**src/rtl/syn_pkg.sv**
```systemverilog
// Shared types and helpers for the synthesis byte packer.
package syn_pkg;

  localparam int C_BYTE_W = 8;

  typedef logic [C_BYTE_W-1:0] byte_t;
  typedef logic [7:0]          lane_cnt_t;

  function automatic int ptr_w(input int depth);
    return (depth > 2) ? $clog2(depth) : 1;
  endfunction

  function automatic int lanes(input int word_w);
    return word_w / C_BYTE_W;
  endfunction

endpackage

```
**src/rtl/syn_sync_fifo.sv**
```systemverilog
// First-word-fall-through synchronous FIFO with full/empty/level.
module syn_sync_fifo
  import syn_pkg::*;
#(
  parameter int W = 32,
  parameter int D = 4
) (
  input  logic            clk,
  input  logic            rst_n,
  input  logic            push_i,
  input  logic [W-1:0]    din_i,
  input  logic            pop_i,
  output logic [W-1:0]    dout_o,
  output logic            full_o,
  output logic            empty_o,
  output logic [ptr_w(D):0] level_o
);

  localparam int AW = ptr_w(D);
  localparam logic [AW:0] FULL_CNT = (AW+1)'(D);

  logic [W-1:0]  mem_q [D];
  logic [AW-1:0] wr_q;
  logic [AW-1:0] rd_q;
  logic [AW:0]   cnt_q;
  logic          push_ok;
  logic          pop_ok;

  assign full_o  = (cnt_q == FULL_CNT);
  assign empty_o = (cnt_q == '0);
  assign level_o = cnt_q;
  assign dout_o  = mem_q[rd_q];

  // a full FIFO still accepts a push when the head leaves on the same edge
  assign pop_ok  = pop_i & ~empty_o;
  assign push_ok = push_i & (~full_o | pop_ok);

  always_ff @(posedge clk or negedge rst_n) begin
    if (!rst_n) begin
      for (int i = 0; i < D; i++) mem_q[i] <= '0;
      wr_q  <= '0;
      rd_q  <= '0;
      cnt_q <= '0;
    end else begin
      if (push_ok) begin
        mem_q[wr_q] <= din_i;
        wr_q        <= wr_q + 1'b1;
      end
      if (pop_ok) rd_q <= rd_q + 1'b1;
      unique case ({push_ok, pop_ok})
        2'b10:   cnt_q <= cnt_q + 1'b1;
        2'b01:   cnt_q <= cnt_q - 1'b1;
        default: cnt_q <= cnt_q;
      endcase
    end
  end

endmodule

```
**src/rtl/syn_byte_packer.sv**
```systemverilog
// Packs the upstream byte stream into words behind a small FWFT FIFO.
// SYN_PACKER_FLUSH_EN adds partial-word flush and a per-word byte count.
module syn_byte_packer
  import syn_pkg::*;
#(
  parameter int C_WORD_W     = 32,
  parameter int C_FIFO_DEPTH = 4
) (
  input  logic                        clk,
  input  logic                        rst_n,
  input  logic [7:0]                  byte_data,
  input  logic                        byte_vld,
  output logic [C_WORD_W-1:0]         word_data,
  output logic                        word_vld,
  input  logic                        word_rdy,
  output logic [$clog2(C_FIFO_DEPTH):0] fifo_level,
  input  logic                        ovf_clr,
  output logic                        overflow
`ifdef SYN_PACKER_FLUSH_EN
  ,
  input  logic                        flush,
  output logic [$clog2(C_WORD_W/8):0] word_bytes
`endif
);

  localparam int N  = lanes(C_WORD_W);
  localparam int CW = $clog2(N) + 1;
  localparam logic [CW-1:0] N_CNT = CW'(N);
`ifdef SYN_PACKER_FLUSH_EN
  localparam int EW = C_WORD_W + CW;
`else
  localparam int EW = C_WORD_W;
`endif

  logic [CW-1:0]       cnt_q;
  logic [CW-1:0]       cnt_d;
  logic [CW-1:0]       fill;
  byte_t               asm_q [N-1];
  logic [C_WORD_W-1:0] word_d;
  logic [EW-1:0]       din;
  logic [EW-1:0]       dout;
  logic                push;
  logic                pop;
  logic                full;
  logic                empty;
  logic                drop;
  logic                fflush;
  logic                ovf_q;
  logic                ovf_d;

`ifdef SYN_PACKER_FLUSH_EN
  assign fflush = flush;
  assign din    = {fill, word_d};
  assign {word_bytes, word_data} = dout;
`else
  assign fflush    = 1'b0;
  assign din       = word_d;
  assign word_data = dout;
`endif

  assign fill  = cnt_q + CW'(byte_vld);
  assign push  = (fill == N_CNT) | (fflush & (fill != '0));
  assign cnt_d = push ? '0 : fill;
  assign pop   = word_vld & word_rdy;
  assign drop  = push & full & ~pop;
  assign ovf_d = drop | (ovf_q & ~ovf_clr);

  assign word_vld = ~empty;
  assign overflow = ovf_q;

  // lanes at or above the count are stale from older words and read as zero
  always_comb begin
    word_d = '0;
    for (int k = 0; k < N - 1; k++) begin
      if (CW'(k) < cnt_q) word_d[k*C_BYTE_W +: C_BYTE_W] = asm_q[k];
    end
    for (int k = 0; k < N; k++) begin
      if (byte_vld && cnt_q == CW'(k))
        word_d[k*C_BYTE_W +: C_BYTE_W] = byte_data;
    end
  end

  always_ff @(posedge clk or negedge rst_n) begin
    if (!rst_n) begin
      cnt_q <= '0;
      ovf_q <= 1'b0;
      for (int k = 0; k < N - 1; k++) asm_q[k] <= '0;
    end else begin
      cnt_q <= cnt_d;
      ovf_q <= ovf_d;
      for (int k = 0; k < N - 1; k++) begin
        if (byte_vld && cnt_q == CW'(k)) asm_q[k] <= byte_data;
      end
    end
  end

  syn_sync_fifo #(
    .W (EW),
    .D (C_FIFO_DEPTH)
  ) u_fifo (
    .clk     (clk),
    .rst_n   (rst_n),
    .push_i  (push),
    .din_i   (din),
    .pop_i   (pop),
    .dout_o  (dout),
    .full_o  (full),
    .empty_o (empty),
    .level_o (fifo_level)
  );

endmodule

```
**config.mk**
```make
export PLATFORM = sky130hd
export DESIGN_NAME = syn_byte_packer
export DESIGN_NICKNAME = d
export VERILOG_FILES = /design/src/rtl/syn_pkg.sv /design/src/rtl/syn_sync_fifo.sv /design/src/rtl/syn_byte_packer.sv
export SDC_FILE = /design/constraint.sdc
export NUM_CORES = 1
export LEC_CHECK = 0
export CORE_UTILIZATION = 51
export DETAILED_ROUTE_END_ITERATION = 7
export DONT_BUFFER_PORTS = 1
export HOLD_SLACK_MARGIN = 0.03
export PLACE_DENSITY = 0.77
export SLEW_MARGIN = 20
export SYNTH_ARGS = -nofsm -noshare
export SYNTH_HDL_FRONTEND = slang
export SYNTH_SLANG_ARGS = --single-unit
```
**constraint.sdc**
```tcl
create_clock -name clk -period 3.33 [get_ports clk]
set_input_delay 0.666 -clock clk [delete_from_list [all_inputs] [get_ports clk]]
set_output_delay 0.666 -clock clk [all_outputs]
set_load 0.1 [all_outputs]
```
* After elaboration in Yosys (flattened, before gate mapping)
Index checks and enable logic that the tools add are counted.
** Cells by class
- $add $sub $neg :: 5
- Multiply operators :: 0
- Divide/modulo/power cells :: 0
- Magnitude comparators :: 6
- Equal/unequal tests :: 7
- Shift-type cells :: 0
- Mux-type cells :: 15
- Bitwise gates (word level) :: 14
- Reduce and logical (&&, ||, !) cells :: 8
** Operator list (number)
- 128-bit bitwise mux :: 1
- 32-bit 2-to-1 mux :: 3
- 32-bit binary-select mux with 2-bit select :: 1
- 32-bit demux with 2-bit select :: 1
- 8-bit 2-to-1 mux :: 7
- 1-bit bitwise AND :: 6
- 3-bit by 2-bit == test with 1-bit output, second input constant :: 2
- 3-bit == test, second input constant :: 2
- 3-bit greater-or-equal comparator, second input constant :: 2
- 3-bit zero test :: 2
- 1-bit by 3-bit < comparator with 1-bit output, first input constant :: 2
- 2-bit NOT with 3-bit output :: 2
- 3-bit one-hot mux with 2 select lines :: 1
- 1-bit logical AND :: 5
- 2-bit by 1-bit adder with 2-bit output, second input constant :: 2
- 1-bit NOT :: 4
- 3-bit by 1-bit adder with 3-bit output :: 1
- 3-bit by 1-bit adder with 3-bit output, second input constant :: 1
- 3-bit by 1-bit == test with 1-bit output, second input constant :: 1
- 2-bit by 3-bit < comparator with 1-bit output, first input constant :: 1
- 3-bit by 1-bit < comparator with 1-bit output, second input constant :: 1
- 3-bit 2-to-1 mux :: 1
- 3-bit by 1-bit subtractor with 3-bit output, second input constant :: 1
- 2-bit by 1-bit == test with 1-bit output, second input constant :: 1
- 3 further kinds :: 4
** Word-level totals
- Register bits after elaboration :: 163
- Bits in latches :: 0
- RAM bits :: 0
- Bits in read-only memories :: 0
- Bits of input ports :: 13
- Output and inout bits :: 37
- Logic and storage cells :: 67
- Memories :: 0

* Depth between registers and ports, before layout
Gate-level depths: netlist (run 1).
- Depth after elaboration :: 8
- Depth in mapped cells :: 10
- Depth with buffers taken out :: 10

* Cells and area by module
Synthesis (run 1) repeated with hierarchy kept, for this count alone.
** Second synthesis, totals
- Cell total of the unflattened synthesis :: 461
- Area total of the unflattened synthesis :: 7450.9 sq um
** By module, submodules not included
- syn_sync_fifo :: times used 1, cells an instance 349, area an instance 5973.2 sq um, sequential area each 3378.2 sq um
- syn_byte_packer :: times used 1, cells an instance 112, area an instance 1477.7 sq um, sequential area each 700.7 sq um

* Least setup slack after synthesis (run 1)
OpenSTA, ideal clock, no wires.
- Path type :: input to register
- From :: input byte_vld
- To :: register u_fifo.cnt_q[2] (netlist: u_fifo.level_o[2])
- Setup time :: 163 ps
- Data arrival time :: 2764 ps
- Required time :: 3167 ps
- Path slack :: 403 ps
- Stages :: 10
- Buffers on the path :: 0
- Cell sequence :: ha_1 ha_1 nor2_1 nand3_1 ha_1 inv_1 fa_1 xor2_1 nor2_1 xor2_1
** Between the ends
- Longest elaborated chain between the ends :: 5
- Elaborated cells on any way between the ends :: 7
- Those cells by class :: add/sub (1); eq/ne (3); mux (1); bitwise (1); reduce/logical (1)
** Ends and longest elaborated chain
- start, declared :: RTL line syn_byte_packer.sv:12 : input logic byte_vld,
- 3-bit by 1-bit adder with 3-bit output (*) :: RTL line syn_byte_packer.sv:61 : assign fill = cnt_q + CW'(byte_vld);
- 3-bit == test (*) :: RTL line syn_byte_packer.sv:62 : assign push = (fill == N_CNT) | (fflush & (fill != '0));
- 1-bit bitwise AND (*) :: RTL line syn_sync_fifo.sv:36 : assign push_ok = push_i & (~full_o | pop_ok);
- 2-bit by 1-bit == test with 1-bit output or 2-bit == test (tied branches) :: RTL line syn_sync_fifo.sv:50 : unique case ({push_ok, pop_ok})
- 3-bit one-hot mux with 2 select lines or 2-bit nonzero test (tied branches)
- end signal, assigned :: RTL line syn_sync_fifo.sv:51 : 2'b10: cnt_q <= cnt_q + 1'b1;
- end signal, assigned :: RTL line syn_sync_fifo.sv:52 : 2'b01: cnt_q <= cnt_q - 1'b1;
- end signal, assigned :: RTL line syn_sync_fifo.sv:53 : default: cnt_q <= cnt_q;
- end, declared :: RTL line syn_sync_fifo.sv:25 : logic [AW:0] cnt_q;
Every way passes the cells marked *; elsewhere a longest branch is shown, timed or not.
A chain may end at the register's enable or synchronous reset.

* Final worst setup path (run 1)
- From :: register cnt_q[0]
- To :: register u_fifo.mem_q[28] in the netlist's numbering
** Between the ends
- Longest elaborated chain between the ends :: 4
- Elaborated cells on any way between the ends :: 7
- Those cells by class :: add/sub (1); eq/ne (2); mux (2); bitwise (1); reduce/logical (1)
** Ends and longest elaborated chain
- start, declared :: RTL line syn_byte_packer.sv:35 : logic [CW-1:0] cnt_q;
- start signal, assigned :: RTL line syn_byte_packer.sv:89 : cnt_q <= cnt_d;
- parallel branches: the longest is 4 deep, another holds 3-bit by 1-bit adder with 3-bit output
- end signal, assigned by index :: RTL line syn_sync_fifo.sv:46 : mem_q[wr_q] <= din_i;
- end, declared :: RTL line syn_sync_fifo.sv:22 : logic [W-1:0] mem_q [D];
Several ways; the timed one is not identified.

==> run_results.csv, run 1 <==
group,metric,value,unit
setup_path,timing.rr.start,"cnt_q[0]",
final_layout,area_delta_synth_final,9.21,%
clocking,cts.sinks,163,
run,maxCapViolCount,0,
timing,tightest_slew,0.899,ns
timing,rsz0062_at_grt,"no",
clocking,tritoncts,"done",
timing,slew_violations,0,
setup_path,critPathCapture,"u_fifo.mem_q[28]",
floorplanning,dieArea,15200,sq um
setup_path,critPathLaunchType,"register",
clocking,clk_path_buf_depth,2,
place,place.gp.congestion,0.731,
grt,grt_max_degree,164,
logic_synthesis,yosys.area.top_type_share,0.544,
outcome,failed_checks,"negative hold slack",
clocking,cts-buffers-inserted,17,
logic_synthesis,synth.most_common_cell,"dfrtp_1",
logic_synthesis,synthArstFlopShare,1.00,
place,port_buffers,0,
timing,finalCritPeriodShare,0.820,
logic_synthesis,yosysUniqueCellTypes,33,
clocking,clk-insertion-delay-late,0.43,ns
setup_path,reg2reg_slack,0.60,ns
timing,fin_setup_tns,0,ns
floorplanning,core.rowCount,43,
route,vias,4037,
setup_path,critical_path_arrival,3.04,ns
floorplanning,die_h,123,um
outcome,status,"finished, violations left",
floorplanning,floorplan.die.width,123,um
logic_synthesis,synth_common_cells,"dfrtp_1, mux2_2, mux4_2, nand2_1, a22o_1",
logic_synthesis,synth_flop_cell,"dfrtp_1",
timing,whs,-0.0657,ns
logic_synthesis,synth_edf_count,0,
timing,period_needed,2.73,ns
final_layout,fillers,1073,
setup_path,setup.worst_path.end_class,"register",
grt,antenna_found_initial,0,
clocking,clk_pin_slew_worst_paths,0.06,ns
route,via_per_inst,5.93,
logic_synthesis,synth_area,7500,sq um
setup_path,worstPathMaxFanout,32,
final_layout,drive_above_1_share,0.445,
route,finalWirelength,14600,um
grt,grt_pass1_wl,23200,um
final_layout,multi_input_area,3150,sq um
timing,fin_skew,0.00538,ns
timing,slew_headroom,0.400,
logic_synthesis,syn_inst,487,
timing,finalSetupViolations,0,
final_layout,finalNetCount,509,
setup_path,path_class,"register to register",
route,drtIter0Drc,178,
timing,final_hold_viol_count,163,
clocking,root_buffer,"clkbuf_16",
logic_synthesis,synth_top_cell_by_area,"dfrtp_1",
setup_path,required,3.64,ns
timing,max_freq,366,MHz
setup_path,crit_start,"cnt_q[0]",
place,dp_hpwl,9350,um
route,drt_first_pass_iters,4,
worst_hold_path,min_path_type,"input port to asynchronous set/reset pin",
clocking,post-cts-setup-buffers,0,
grt,globalRouteTotalUtil,0.211,
route,ant_nets,0,
final_layout,regArea,4080,sq um
clocking,htreeDepth,4,
logic_synthesis,synth_area_per_cell,15.4,sq um
floorplanning,ios,50,
floorplanning,core,14100,sq um
logic_synthesis,yosys_warnings,0,
setup_path,rr_endpoint,"u_fifo.mem_q[28]",
route,drc,0,
setup_path,r2r_cells,5,
logic_synthesis,ys_seq_area_frac,0.544,
grt,grt_pass1_vias,4200,
final_layout,antenna_cells,0,
grt,grt_remaining_overflow,0,
logic_synthesis,synth_area_leaders,"dfrtp_1, mux2_2, mux4_2",
logic_synthesis,ys_ff_latch,163,
floorplanning,initial_core_util,0.532,
logic_synthesis,syn_nets,508,
route,wl_per_cell,21.4,um
metal layers:
metal / share of wire / vias up / track usage / wire length [um]
met5: 0 / - / 0 / 0
met4: 0.014 / 0 / 0.0685 / 201
met3: 0.059 / 21 / 0.0683 / 854
li1: - / 1790 / - / -
met2: 0.49 / 72 / 0.336 / 7150
met1: 0.44 / 2154 / 0.274 / 6340
layout by cell type, fill, tap and decap left out, types with 4 or more instances in the layout:
master	count
clkinv_2	6
inv_1	14
nand2_1	18
mux4_2	32
ha_1	7
buf_4	14
and2_1	8
o211ai_1	8
nand3_1	9
mux2_2	137
dfrtp_1	162
a22o_1	16
nand4_4	4
o21ai_0	8
mux2_1	8
clkbuf_16	17
worst max-delay path: stages, from the launching register on:
cell and delay (ns):
dfrtp_1 0.59, ha_1 0.24, ha_1 0.23, xor2_4 0.36, nand4_4 0.63, mux2_1 0.55
stage by stage:
stage / util / area (sq um) / worst slack [ns] / std cells
floorplan: - / 7500 / 0.403 / 487
global placement: 0.542 / 7630 / 0.599 / 649
detailed placement: 0.542 / 7630 / 0.550 / 649
CTS: 0.581 / 8190 / 0.569 / 681
global route: 0.581 / 8190 / 0.414 / 681
finish: 0.581 / 8190 / 0.599 / 681
flip-flops by register name (all words and copies together), names as in the netlist:
register / cells
u_fifo.mem_q: 128
asm_q: 24
cnt_q: 3
u_fifo.level_o: 3
u_fifo.rd_q: 2
u_fifo.wr_q: 2
overflow: 1
cell families after synthesis:
family,after synthesis,synth area share
XOR/XNOR,7,0.0107
AO/OA/AOI/OAI,35,0.0350
multiplexers,178,0.315
adder cells (fa/ha/maj),8,0.0143
AND/OR/NAND/NOR,49,0.0440
buffers and inverters,47,0.0369
flip-flops,163,0.544
layout make-up:
| cell class | count | share of cell area |
|---|---|---|
| Sequential cell | 163 | 0.498 |
| Multi-Input combinational cell | 277 | 0.385 |
| Clock buffer | 22 | 0.0579 |
| Tap cell | 180 | 0.0275 |
| Timing Repair Buffer | 15 | 0.0153 |
| Clock inverter | 10 | 0.0101 |
| Inverter | 14 | 0.00642 |
repair_timing:
action                                  4_1_cts  5_1_grt
hold endpoints to repair                    163      163
resized for setup                             0        0
endpoints found under the setup margin        0        0
worst min path at each step:
stage	end	slack (ns)	depth (start not counted)
after floorplan	asm_q[0]	0.37	0
after global placement	u_fifo.mem_q[113]	0.38	0
after detailed placement	u_fifo.mem_q[113]	0.37	0
after CTS	u_fifo.mem_q[113]	-0.09	0
after global routing	u_fifo.mem_q[113]	-0.09	0
final	u_fifo.mem_q[113]	-0.07	0
Power of run 1 is left out: the tool's default activity adds up to more than one toggle a clock period on the data nets, which glitch-free logic cannot reach.
==> run 2, diff against run 1 <==
clock period = 2.75 ns   (was 3.33 ns; I/O delays follow)
==> run 2 against run 1 <==
  * Hold slack worse by 0.12 ns
  * Global-route usage is 1.5 points higher
  * The flow still finishes with violations (negative hold slack)
  * Critical endpoint is now word_data[26]
  * Via count is 5.4% higher
  * Register-to-register slack lost 0.28 ns
  * Sequential share of layout area down 4.6 points
  * Critical path depth shrank 2
  * Utilization increased by 6.0 points
==> run_results.csv, run 2 (synthesis gave the netlist of run 1 again) <==
group,metric,value,unit
final_layout,regArea,4090,sq um
setup_path,slowest_delay,0.58,ns
floorplanning,initial_core_util,0.532,
final_layout,largest-register,"u_fifo.mem_q",
worst_hold_path,min_path_type,"input port to asynchronous set/reset pin",
timing,max_freq,387,MHz
floorplanning,core.rowCount,43,
route,ant_nets,0,
final_layout,largest_reg_flops,128,
setup_path,path_class,"register to primary output",
final_layout,antenna_cells,0,
clocking,htreeDepth,4,
final_layout,top_regs,"u_fifo.mem_q (128), asm_q (24)",
timing,finalCritPeriodShare,0.939,
place,dp_hpwl,10000,um
timing,finalSetupViolations,0,
floorplanning,floorplan.die.width,123,um
timing,final_hold_viol_count,163,
final_layout,most-common-layout-cells,"dfrtp_1, mux2_2, buf_12",
route,wl_per_cell,21.0,um
clocking,clk_path_buf_depth,2,
timing,setup_ws,0.167,ns
clocking,root_buffer,"clkbuf_16",
setup_path,setup.worst_path.end_class,"primary output",
final_layout,area_delta_synth_final,20.4,%
timing,slew_violations,0,
timing,rsz0062_at_grt,"no",
route,finalWirelength,15200,um
route,drtIter0Drc,293,
route,drt_first_pass_iters,4,
timing,fin_skew,0.00582,ns
setup_path,required,2.20,ns
grt,globalRouteTotalUtil,0.227,
outcome,failed_checks,"negative hold slack",
setup_path,cpMaxStageDelayCell,"dfrtp_4",
place,place_ws,0.156,ns
route,vias,4253,
grt,grt_pass1_vias,4590,
setup_path,worstPathMaxFanout,11,
timing,period_needed,2.58,ns
timing,slew_headroom,0.397,
setup_path,crit_chain,"buf_4, mux4_2, buf_12",
place,port_buffers,0,
route,drc,0,
run,maxCapViolCount,0,
timing,fin_setup_tns,0,ns
grt,grt_max_degree,164,
floorplanning,dieArea,15200,sq um
final_layout,multi_input_area,3150,sq um
route,via_per_inst,5.86,
final_layout,final_area,9030,sq um
setup_path,critPathLaunchType,"register",
setup_path,critical_path_arrival,2.03,ns
clocking,clk_pin_slew_worst_paths,0.06,ns
clocking,cts.sinks,163,
clocking,cts-buffers-inserted,17,
timing,whs,-0.187,ns
clocking,tritoncts,"done",
floorplanning,core,14100,sq um
floorplanning,ios,50,
place,place.gp.congestion,0.735,
final_layout,final_common_cell,"dfrtp_1",
grt,antenna_found_initial,0,
timing,tightest_slew,0.904,ns
clocking,clk-insertion-delay-late,0.43,ns
clocking,post-cts-setup-buffers,0,
final_layout,fillers,1000,
grt,grt_pass1_wl,24900,um
outcome,status,"finished, violations left",
final_layout,drive_above_1_share,0.496,
grt,grt_remaining_overflow,0,
place,place_area,8450,sq um
final_layout,finalNetCount,554,
floorplanning,die_h,123,um
## run 2: changes by cell type in the layout (fill, tap and decap cells not counted), sizes merged
cell	before	now
buf	15	60
clkinv	6	2
clkbuf	22	25
inv	14	15
## run 2: worst max-delay path: cells and delay by family (launching register included)
| family | cells | cell delay [ns] |
|---|---|---|
| buffers and inverters | 2 | 0.44 |
| muxes | 1 | 0.57 |
| DFF | 1 | 0.58 |
## run 2: final cells by class
cell class	count	share of cell area
Inverter	14	0.00582
Multi-Input combinational cell	277	0.349
Sequential cell	163	0.452
Clock inverter	7	0.00790
Clock buffer	25	0.0560
Timing Repair Buffer	60	0.104
Tap cell	180	0.0249
## run 2: what timing repair did
action                                 in CTS  in global routing
gates resized for setup                     0                  1
endpoints found under the hold margin     163                163
setup endpoints to repair                   0                  8
## run 2: path summary, 6_finish.rpt
| path | depth (start not counted) | end | startpoint | slack [ns] |
|---|---|---|---|---|
| min in group clk | 1 | overflow | ovf_clr | 0.22 |
| setup / recovery | 3 | word_data[26] | u_fifo.rd_q[0] | 0.17 |
| hold reg to reg | 1 | u_fifo.mem_q[126] | u_fifo.mem_q[126] | 0.50 |
| hold / removal | 0 | u_fifo.mem_q[49] | rst_n | -0.19 |
| setup reg to reg | 11 | u_fifo.level_o[2] | cnt_q[0] | 0.32 |
| max in group asynchronous | 0 | u_fifo.level_o[0] | rst_n | 2.58 |
## run 2: routing by layer
metal | routed length (um) | part of all wire | GRT usage
met5 | 0 | 0 | 0
met4 | 282 | 0.019 | 0.0813
met1 | 6470 | 0.43 | 0.293
met3 | 890 | 0.058 | 0.0756
met2 | 7580 | 0.50 | 0.357
## run 2: per-stage QoR
| stage | utilization | std cells |
|---|---|---|
| 2_1_floorplan | - | 487 |
| 3_3_place_gp | 0.600 | 694 |
| 3_5_place_dp | 0.600 | 694 |
| 4_1_cts | 0.641 | 726 |
| 5_1_grt | 0.641 | 726 |
| 6_report | 0.641 | 726 |
Power of run 2 is left out for the same reason.
